<file path="src/rtl/usb_fs_pkg.sv">
// Shared types and constants for the full-speed USB receive front-end.
package usb_fs_pkg;

  // Encodings equal the synchronized {dp, dm} pair.
  typedef enum logic [1:0] {
    LS_SE0 = 2'b00,
    LS_J   = 2'b10,
    LS_K   = 2'b01,
    LS_SE1 = 2'b11
  } line_state_t;

  typedef enum logic [2:0] {
    IDLE,
    SYNC,
    DATA,
    EOP,
    ABORT
  } rx_state_t;

  localparam int BIT_CYCLES     = 4;
  localparam int SAMPLE_PHASE   = 2;
  localparam int STUFF_LIMIT    = 6;
  localparam int SYNC_MIN_ZEROS = 3;

  localparam int PHASE_W = $clog2(BIT_CYCLES);
  localparam int ONES_W  = $clog2(STUFF_LIMIT + 1);
  localparam int ZEROS_W = $clog2(SYNC_MIN_ZEROS + 1);

  function automatic line_state_t to_line_state(input logic dp, input logic dm);
    return line_state_t'({dp, dm});
  endfunction

  function automatic logic is_jk(input line_state_t ls);
    return (ls == LS_J) || (ls == LS_K);
  endfunction

endpackage

</file>
<file path="src/rtl/usb_fs_line_sync.sv">
// dp/dm metastability synchronizer, registered line state and J<->K edge flag.
module usb_fs_line_sync
  import usb_fs_pkg::*;
#(
  parameter int SYNC_STAGES = 2
) (
  input  logic        clk_48m,
  input  logic        safe_rst_n,
  input  logic        i_dp,
  input  logic        i_dm,
  output line_state_t o_line_state,
  output logic        o_edge
);

  logic [SYNC_STAGES-1:0] r_dp_sync;
  logic [SYNC_STAGES-1:0] r_dm_sync;
  line_state_t            r_line_state;
  logic                   r_edge;
  line_state_t            w_line;
  logic                   w_jk_change;

  assign w_line      = to_line_state(r_dp_sync[SYNC_STAGES-1], r_dm_sync[SYNC_STAGES-1]);
  // Only J<->K transitions carry timing; SE0/SE1 boundaries do not resync the phase.
  assign w_jk_change = (w_line != r_line_state) && is_jk(w_line) && is_jk(r_line_state);

  always_ff @(posedge clk_48m or negedge safe_rst_n) begin
    if (!safe_rst_n) begin
      r_dp_sync    <= '1;
      r_dm_sync    <= '0;
      r_line_state <= LS_J;
      r_edge       <= 1'b0;
    end else begin
      r_dp_sync    <= {r_dp_sync[SYNC_STAGES-2:0], i_dp};
      r_dm_sync    <= {r_dm_sync[SYNC_STAGES-2:0], i_dm};
      r_line_state <= w_line;
      r_edge       <= w_jk_change;
    end
  end

  assign o_line_state = r_line_state;
  assign o_edge       = r_edge;

endmodule

</file>
<file path="src/rtl/usb_fs_rx_frontend.sv">
// Full-speed USB RX front-end: phase tracking, NRZI decode, destuffing, SYNC/EOP/bus reset.
// Optional statistics counters are built when USB_RX_STATS_EN is defined.
module usb_fs_rx_frontend
  import usb_fs_pkg::*;
#(
  parameter int SYNC_STAGES  = 2,
  parameter int RESET_CYCLES = 120
) (
  input  logic        clk_48m,
  input  logic        safe_rst_n,
  input  logic        i_dp_in,
  input  logic        i_dm_in,
  input  logic        i_rx_en,
  output logic        o_rx_active,
  output logic        o_bit_valid,
  output logic        o_bit_data,
  output logic        o_eop,
  output logic        o_stuff_err,
  output logic        o_bus_reset,
  output logic [15:0] o_pkt_count,
  output logic [15:0] o_err_count
);

  localparam int RST_CNT_W = $clog2(RESET_CYCLES + 1);
  localparam logic [RST_CNT_W-1:0] RST_CNT_MAX = RST_CNT_W'(RESET_CYCLES);

  line_state_t          w_line_state;
  logic                 w_edge;
  logic [PHASE_W-1:0]   r_phase;
  logic [PHASE_W-1:0]   w_phase;
  logic                 w_sample_en;
  logic                 w_is_j;
  logic                 w_is_k;
  logic                 w_is_se0;
  logic                 w_nrzi_bit;

  logic [RST_CNT_W-1:0] r_se0_cnt;
  logic [RST_CNT_W-1:0] w_se0_cnt_next;
  logic                 r_bus_reset;
  logic                 w_bus_reset_next;

  rx_state_t            r_state, w_state_next;
  line_state_t          r_prev_sample, w_prev_next;
  logic [ZEROS_W-1:0]   r_zeros, w_zeros_next;
  logic [ONES_W-1:0]    r_ones, w_ones_next;
  logic                 r_rx_active, w_rx_active_next;
  logic                 r_bit_valid, w_bit_valid_next;
  logic                 r_bit_data, w_bit_data_next;
  logic                 r_eop, w_eop_next;
  logic                 r_stuff_err, w_stuff_err_next;

  usb_fs_line_sync #(
    .SYNC_STAGES (SYNC_STAGES)
  ) u_line_sync (
    .clk_48m      (clk_48m),
    .safe_rst_n   (safe_rst_n),
    .i_dp         (i_dp_in),
    .i_dm         (i_dm_in),
    .o_line_state (w_line_state),
    .o_edge       (w_edge)
  );

  // Phase is 0 in the very cycle an edge is seen, so the sample lands two cycles later.
  assign w_phase     = w_edge ? '0 : r_phase + 1'b1;
  assign w_sample_en = (w_phase == PHASE_W'(SAMPLE_PHASE));
  assign w_is_j      = (w_line_state == LS_J);
  assign w_is_k      = (w_line_state == LS_K);
  assign w_is_se0    = (w_line_state == LS_SE0) || (w_line_state == LS_SE1);
  assign w_nrzi_bit  = (w_line_state == r_prev_sample);

  always_comb begin
    w_se0_cnt_next = '0;
    if (i_rx_en && (w_line_state == LS_SE0)) begin
      w_se0_cnt_next = (r_se0_cnt == RST_CNT_MAX) ? r_se0_cnt : r_se0_cnt + 1'b1;
    end
    w_bus_reset_next = (w_se0_cnt_next == RST_CNT_MAX);
  end

  always_comb begin
    w_state_next     = r_state;
    w_prev_next      = r_prev_sample;
    w_zeros_next     = r_zeros;
    w_ones_next      = r_ones;
    w_rx_active_next = r_rx_active;
    w_bit_valid_next = 1'b0;
    w_bit_data_next  = 1'b0;
    w_eop_next       = 1'b0;
    w_stuff_err_next = 1'b0;

    if (!i_rx_en || r_bus_reset) begin
      w_state_next     = IDLE;
      w_prev_next      = LS_J;
      w_zeros_next     = '0;
      w_ones_next      = '0;
      w_rx_active_next = 1'b0;
    end else if (w_sample_en) begin
      if (is_jk(w_line_state)) begin
        w_prev_next = w_line_state;
      end
      case (r_state)
        IDLE: begin
          if (w_is_k) begin
            w_state_next = SYNC;
            w_zeros_next = ZEROS_W'(1);
          end
        end
        SYNC: begin
          if (w_is_se0) begin
            w_state_next = IDLE;
            w_prev_next  = LS_J;
          end else if (!w_nrzi_bit) begin
            if (r_zeros != ZEROS_W'(SYNC_MIN_ZEROS)) begin
              w_zeros_next = r_zeros + 1'b1;
            end
          end else if (r_zeros >= ZEROS_W'(SYNC_MIN_ZEROS)) begin
            // Stuffing run starts fresh with the first payload bit.
            w_state_next     = DATA;
            w_rx_active_next = 1'b1;
            w_ones_next      = '0;
          end else begin
            w_state_next = IDLE;
            w_prev_next  = LS_J;
          end
        end
        DATA: begin
          if (w_is_se0) begin
            w_state_next = EOP;
          end else if (r_ones == ONES_W'(STUFF_LIMIT)) begin
            if (w_nrzi_bit) begin
              w_stuff_err_next = 1'b1;
              w_rx_active_next = 1'b0;
              w_state_next     = ABORT;
            end else begin
              w_ones_next = '0;
            end
          end else begin
            w_bit_valid_next = 1'b1;
            w_bit_data_next  = w_nrzi_bit;
            w_ones_next      = w_nrzi_bit ? r_ones + 1'b1 : '0;
          end
        end
        EOP: begin
          if (w_is_j) begin
            w_eop_next       = 1'b1;
            w_rx_active_next = 1'b0;
            w_state_next     = IDLE;
            w_prev_next      = LS_J;
          end else if (w_is_k) begin
            w_rx_active_next = 1'b0;
            w_state_next     = ABORT;
          end
        end
        ABORT: begin
          w_rx_active_next = 1'b0;
          if (w_is_j) begin
            w_state_next = IDLE;
            w_prev_next  = LS_J;
          end
        end
        default: begin
          w_state_next     = IDLE;
          w_prev_next      = LS_J;
          w_rx_active_next = 1'b0;
        end
      endcase
    end
  end

  always_ff @(posedge clk_48m or negedge safe_rst_n) begin
    if (!safe_rst_n) begin
      r_phase       <= '0;
      r_se0_cnt     <= '0;
      r_bus_reset   <= 1'b0;
      r_state       <= IDLE;
      r_prev_sample <= LS_J;
      r_zeros       <= '0;
      r_ones        <= '0;
      r_rx_active   <= 1'b0;
      r_bit_valid   <= 1'b0;
      r_bit_data    <= 1'b0;
      r_eop         <= 1'b0;
      r_stuff_err   <= 1'b0;
    end else begin
      r_phase       <= w_phase;
      r_se0_cnt     <= w_se0_cnt_next;
      r_bus_reset   <= w_bus_reset_next;
      r_state       <= w_state_next;
      r_prev_sample <= w_prev_next;
      r_zeros       <= w_zeros_next;
      r_ones        <= w_ones_next;
      r_rx_active   <= w_rx_active_next;
      r_bit_valid   <= w_bit_valid_next;
      r_bit_data    <= w_bit_data_next;
      r_eop         <= w_eop_next;
      r_stuff_err   <= w_stuff_err_next;
    end
  end

`ifdef USB_RX_STATS_EN
  logic [15:0] r_pkt_count;
  logic [15:0] r_err_count;

  always_ff @(posedge clk_48m or negedge safe_rst_n) begin
    if (!safe_rst_n) begin
      r_pkt_count <= '0;
      r_err_count <= '0;
    end else begin
      if (r_eop && (r_pkt_count != 16'hFFFF)) begin
        r_pkt_count <= r_pkt_count + 16'd1;
      end
      if (r_stuff_err && (r_err_count != 16'hFFFF)) begin
        r_err_count <= r_err_count + 16'd1;
      end
    end
  end

  assign o_pkt_count = r_pkt_count;
  assign o_err_count = r_err_count;
`else
  assign o_pkt_count = '0;
  assign o_err_count = '0;
`endif

  assign o_rx_active = r_rx_active;
  assign o_bit_valid = r_bit_valid;
  assign o_bit_data  = r_bit_data;
  assign o_eop       = r_eop;
  assign o_stuff_err = r_stuff_err;
  assign o_bus_reset = r_bus_reset;

endmodule
</file>
<file path="config.mk">
export PLATFORM = sky130hd
export DESIGN_NAME = usb_fs_rx_frontend
export DESIGN_NICKNAME = d
export VERILOG_FILES = /design/src/rtl/usb_fs_pkg.sv /design/src/rtl/usb_fs_line_sync.sv /design/src/rtl/usb_fs_rx_frontend.sv
export SDC_FILE = /design/constraint.sdc
export NUM_CORES = 1
export LEC_CHECK = 0
export ABC_AREA = 0
export BUFFER_PORTS_ARGS = -buffer_cell sky130_fd_sc_hd__buf_2
export CORE_ASPECT_RATIO = 2
export CORE_MARGIN = 4
export CORE_UTILIZATION = 44
export CTS_CLUSTER_DIAMETER = 60
export DETAILED_ROUTE_END_ITERATION = 16
export GPL_ROUTABILITY_DRIVEN = 0
export GPL_TIMING_DRIVEN = 0
export PLACE_DENSITY = 0.79
export SYNTH_ARGS = -nofsm -noshare
export SYNTH_HDL_FRONTEND = slang
export SYNTH_SLANG_ARGS = --single-unit
</file>
<file path="constraint.sdc">
create_clock -name clk_48m -period 3.95 [get_ports clk_48m]
set_input_delay 0.1975 -clock clk_48m [delete_from_list [all_inputs] [get_ports clk_48m]]
set_output_delay 0.1975 -clock clk_48m [all_outputs]
set_load 0.02 [all_outputs]
</file>
; Word-level counts from Yosys, hierarchy flattened
; Cells that the tools add are included.
[totals]
wordCells = 144
input_bits = 5
reg_bits = 32
output_inout_bits = 38
[classes]
n_reduce_logical = 19
mux = 72
n_eq_ne = 32
add_sub_neg = 4
magnitude_cmp = 1
[op_table]
columns = op, n
row1 = 2-to-1 mux 3 bit, 20
row2 = 2-to-1 mux 1 bit, 30
row3 = 2-to-1 mux 2 bit, 15
row4 = "inequality test 3 bit, second input constant", 10
row5 = "inequality test 4 bit, second input constant", 5
row6 = case mux 3 bit (5 select lines), 1
row7 = "== test 7 bit, second input constant", 2
row8 = 2-to-1 mux 7 bit, 2
row9 = AND reduction 7 bit, 2
row10 = AND reduction 9 bit, 1
row11 = "== test 2 bit, second input constant", 4
row12 = "adder 7 x 1 -> 7 bit, second input constant", 1
row13 = "== test 3 x 2 -> 1 bit, second input constant", 2
row14 = "== test 3 bit, second input constant", 2
row15 = case mux 2 bit (3 select lines), 1
row16 = case mux 3 bit (2 select lines), 1
row17 = AND reduction 6 bit, 1
row18 = nonzero test 3 bit, 2
row19 = "adder 2 x 1 -> 2 bit, second input constant", 2
row20 = "== test 2 x 1 -> 1 bit, second input constant", 2
row21 = logical OR 1 bit, 4
row22 = "inequality test 2 bit, second input constant", 2
row23 = case mux 1 bit (4 select lines), 1
row24 = case mux 2 bit (2 select lines), 1
row25 = 11 further kinds, 14

; Logic depth before layout (Yosys ltp)
[logic_depth]
ltp_word = 9
depth_mapped = 8
depth_no_buf = 7

; Cells and area by module
; A second synthesis with hierarchy kept.
[unflattened]
hier_cells = 211
hier_area_um2 = 1980.6
[by_module_without_submodules]
columns = module, cells_per_inst, n_inst, area_each_um2, seq_area_each_um2
row1 = usb_fs_rx_frontend, 201, 1, 1775.5, 626.9
row2 = usb_fs_line_sync, 10, 1, 205.2, 178.9

; Least setup slack after synthesis
; OpenSTA, ideal clock, no wires.
[synth_path]
path_kind = flip-flop to flip-flop
from = reg u_line_sync.r_line_state[1], in the netlist u_line_sync.o_line_state[1]
to = reg r_state[1]
stages_incl_launch_ff = 9
t_required_ns = 3.825
synth_period_minus_slack_ns = 2.297
setup_slack_ns = 1.653
arrival_time_ns = 2.172
path_buffers = 1
setup_ns = 0.125
cell_sequence = dfstp_2 > inv_1 > ha_1 > clkbuf_1 > inv_1 > a2111o_1 > nand3_2 > o21ba_4 > mux2_4
[synth_via]
elab_chain_cells = 6
elab_cells_between_ends = 19
cone_classes = eq/ne: 10 / mux: 6 / reduce/logical: 3
[synth_lines]
columns = element, line_no
row1 = from (decl), usb_fs_line_sync.sv:17  ; line_state_t r_line_state;
row2 = from (signal assigned), usb_fs_line_sync.sv:35  ; r_line_state <= w_line;
row3 = == test 2 bit / zero test 2 bit (equally long branches), usb_fs_rx_frontend.sv:68  ; assign w_is_se0 = (w_line_state == LS_SE0) || (w_line_state == LS_SE1);
row4 = logical OR 1 bit, usb_fs_rx_frontend.sv:68
row5 = "2-to-1 mux 3 bit, on equally long branches", "usb_fs_rx_frontend.sv:126, usb_fs_rx_frontend.sv:108"
row6 = case mux 3 bit (5 select lines), usb_fs_rx_frontend.sv:100  ; case (r_state)
row7 = 2-to-1 mux 3 bit, usb_fs_rx_frontend.sv:96  ; end else if (w_sample_en) begin
row8 = 2-to-1 mux 3 bit, usb_fs_rx_frontend.sv:90  ; if (!i_rx_en || r_bus_reset) begin
row9 = to (signal assigned), usb_fs_rx_frontend.sv:187  ; r_state <= w_state_next;
row10 = to (decl), usb_fs_rx_frontend.sv:42  ; rx_state_t r_state, w_state_next;
; Parallel ways exist; a longest one is shown, timed or not. The select of a mux whose other input is x is not followed.
; A chain may end at the register's enable or synchronous reset.

; Worst setup path after layout
; Same ends and word-level chain as after synthesis.

==> flow_summary.toml <==
[run_status]
status = "finished clean"

[die]
num_io_pins = 43
die_h_um = 104
core_um2 = 4420
num_rows = 34
die_area_um2 = 5840
die_width_um = 56.1
start_util_pct = 46.0

[timing]
fin_skew_ns = 0.00815
tightest_slew_ns = 0.692
rsz0062_at_grt = "false"
max_freq_mhz = 382
min_period_ns = 2.62
hold_ws_ns = 0.0167
finalSetupViolCount = 0
slew_headroom_pct = 53.9
slew_viol_final = 0
tns_ns = 0
finalHoldViolations = 0
fin_crit_sh_pct = 66.3

[critical_path]
cp.required_ns = 4.12
criticalPathCategory = "reg -> reg"
cp-start-kind = "flip-flop"
crit_fanout = 10
endpoint_kind = "flip-flop"
crit_arrival_ns = 2.79

[clock_tree]
cts.clk_slew.worst_paths_ns = 0.07
cts_buffers = 5
clockBufferDepth = 2
root_buffer = "clkbuf_8"
cts_sinks = 32
ctsHtreeMaxLevel = 2
clk_latency_ns = 0.28
cts_tree = "built"

[drt]
routed_wl_um = 4310
dr.pass1.iters = 4
via_count = 1680
drt_iter0_drc = 36
viasPerCell = 5.11
detail-route-antenna-nets = 0
drc = 0
wire_per_inst_um = 13.1

[place]
dp_cells = 320
portBuffers = 10
hpwl_um = 3370

[yosys]
ys_types = 48
async_flop_share_pct = 100
postSynthCellCount = 225
syn-cell-area_um2 = 2040
synth-main-ff-cell = "dfrtp_1"
yosys_warnings = 0
seq_area_frac_synth_pct = 39.6
synth_seq_cells = 32
synth_edf_count = 0
synth.avg_cell_area_um2 = 9.05

[pwr]
p_per_area_nw_per_um2 = 369
vdd_drop_max_v = 0.000225
p_leak_nw = 1.12

[final_layout]
n_antenna_cell = 0
area_delta_synth_final_pct = 16.4
fin_nets = 287
final_cell_mix = "32 x buf_4, 32 x conb_1, 28 x dfrtp_1"
stdcell_count = 329
drive_gt1_share_pct = 21.8

[flow_run]
cap_violations = 0

[global_routing]
grt_overflow = 0
grt_max_degree = 33
antenna_found_initial = 0
grt_pass1_wl_um = 7330
grt_pass1_vias = 1718
grt_usage_pct = 15.5

[hold_path]
worstHoldPathType = "in -> reg"
[timing repair]
action / CTS / global route
endpoints found under the hold margin: 28 / 0
hold buffers: 1 / 0
resized for setup: 0 / 0
buffers inserted: 0 / 0
setup endpoints to repair: 0 / 0
[path summary, 6_finish.rpt]
path                                                   from                  endpoint  slack [ns]  cells past startpoint
worst max-delay path            u_line_sync.o_line_state[1]                r_state[1]        1.33                      8
worst min-delay path                                i_dp_in  u_line_sync.r_dp_sync[0]        0.02                      1
worst min register to register     u_line_sync.r_dm_sync[0]  u_line_sync.r_dm_sync[1]        0.35                      0
worst max register to register  u_line_sync.o_line_state[1]                r_state[1]        1.33                      8
max in group asynchronous                        safe_rst_n                r_phase[0]        2.99                      2
min in group asynchronous                        safe_rst_n              r_se0_cnt[2]        0.50                      2
[per-stage QoR]
stage	power, mW	utilization, %	setup WS [ns]	cell area (um^2)
CTS	0.880	53.6	1.33	2370
detailed placement	0.619	51.3	1.35	2270
global placement	0.616	51.3	1.36	2270
finish	0.874	53.6	1.33	2370
global route	0.919	53.6	1.19	2370
floorplan	0.569	-	1.65	2150
[critical path, cell delays in order (launching register included)]
cell	delay, ns
dfstp_2	0.60
inv_1	0.08
ha_1	0.29
clkbuf_1	0.37
inv_1	0.21
a2111o_1	0.42
nand3_2	0.08
o21ba_4	0.15
mux2_4	0.28
[synthesized netlist by cell type (3+ instances only)]
| cell | n | area, um^2 |
|---|---|---|
| inv_1 | 8 | 30.0 |
| a21oi_1 | 7 | 35.0 |
| clkbuf_1 | 5 | 18.8 |
| nor4_1 | 4 | 25.0 |
| o21ai_0 | 13 | 65.1 |
| dfstp_2 | 4 | 105 |
| a31oi_1 | 4 | 25.0 |
| nand3_1 | 7 | 35.0 |
| o22ai_1 | 3 | 18.8 |
| dfrtp_1 | 28 | 701 |
| nor3_1 | 11 | 55.1 |
| nor2_1 | 20 | 75.1 |
| buf_4 | 32 | 240 |
| nand2_1 | 20 | 75.1 |
| ha_1 | 8 | 100 |
| xnor2_1 | 8 | 70.1 |
| nor2b_1 | 3 | 18.8 |
[per-layer routing]
| metal | GRT usage (%) | share of wire, % | up-vias |
|---|---|---|---|
| li1 | - | - | 820 |
| met5 | 0 | 0 | - |
| met2 | 28.8 | 56 | 58 |
| met1 | 14.8 | 34 | 789 |
| met3 | 2.86 | 5.7 | 13 |
| met4 | 10.4 | 3.6 | 0 |
[logic make-up (layout without fill, tap and decap cells)]
family | after synthesis | after routing | share of synthesized area (%)
XOR/XNOR | 10 | 10 | 4.30
adder cells (fa/ha/maj) | 8 | 8 | 4.92
flip-flops | 32 | 32 | 39.6
AO/OA/AOI/OAI | 39 | 39 | 12.6
multiplexers | 3 | 3 | 1.72
AND/OR/NAND/NOR | 85 | 85 | 22.0
buffers and inverters | 47 | 66 | 14.7
other | 1 | 32 | 0.184
[flip-flops by register name, indices dropped and copies added (netlist names), 2 cells and up]
name	flops
r_zeros	2
r_state	3
u_line_sync.r_dp_sync	2
r_se0_cnt	7
u_line_sync.o_line_state	2
u_line_sync.r_dm_sync	2
r_prev_sample	2
r_phase	2
r_ones	3
[cell type report]
type	instances	area, um^2
Buffer	39	269
Sequential cell	32	806
Multi-Input combinational cell	177	1050
Fill cell	428	2050
Clock buffer	8	90.1
Timing Repair Buffer	11	60.1
Tap cell	54	67.6
Inverter	8	30.0
[power breakdown]
group	switching (mW)	internal, mW	total [mW]
Sequential	0.0238	0.354	0.377
Combinational	0.144	0.0964	0.241
Clock	0.114	0.142	0.256
No activity file was read; power rests on OpenSTA's default activity.
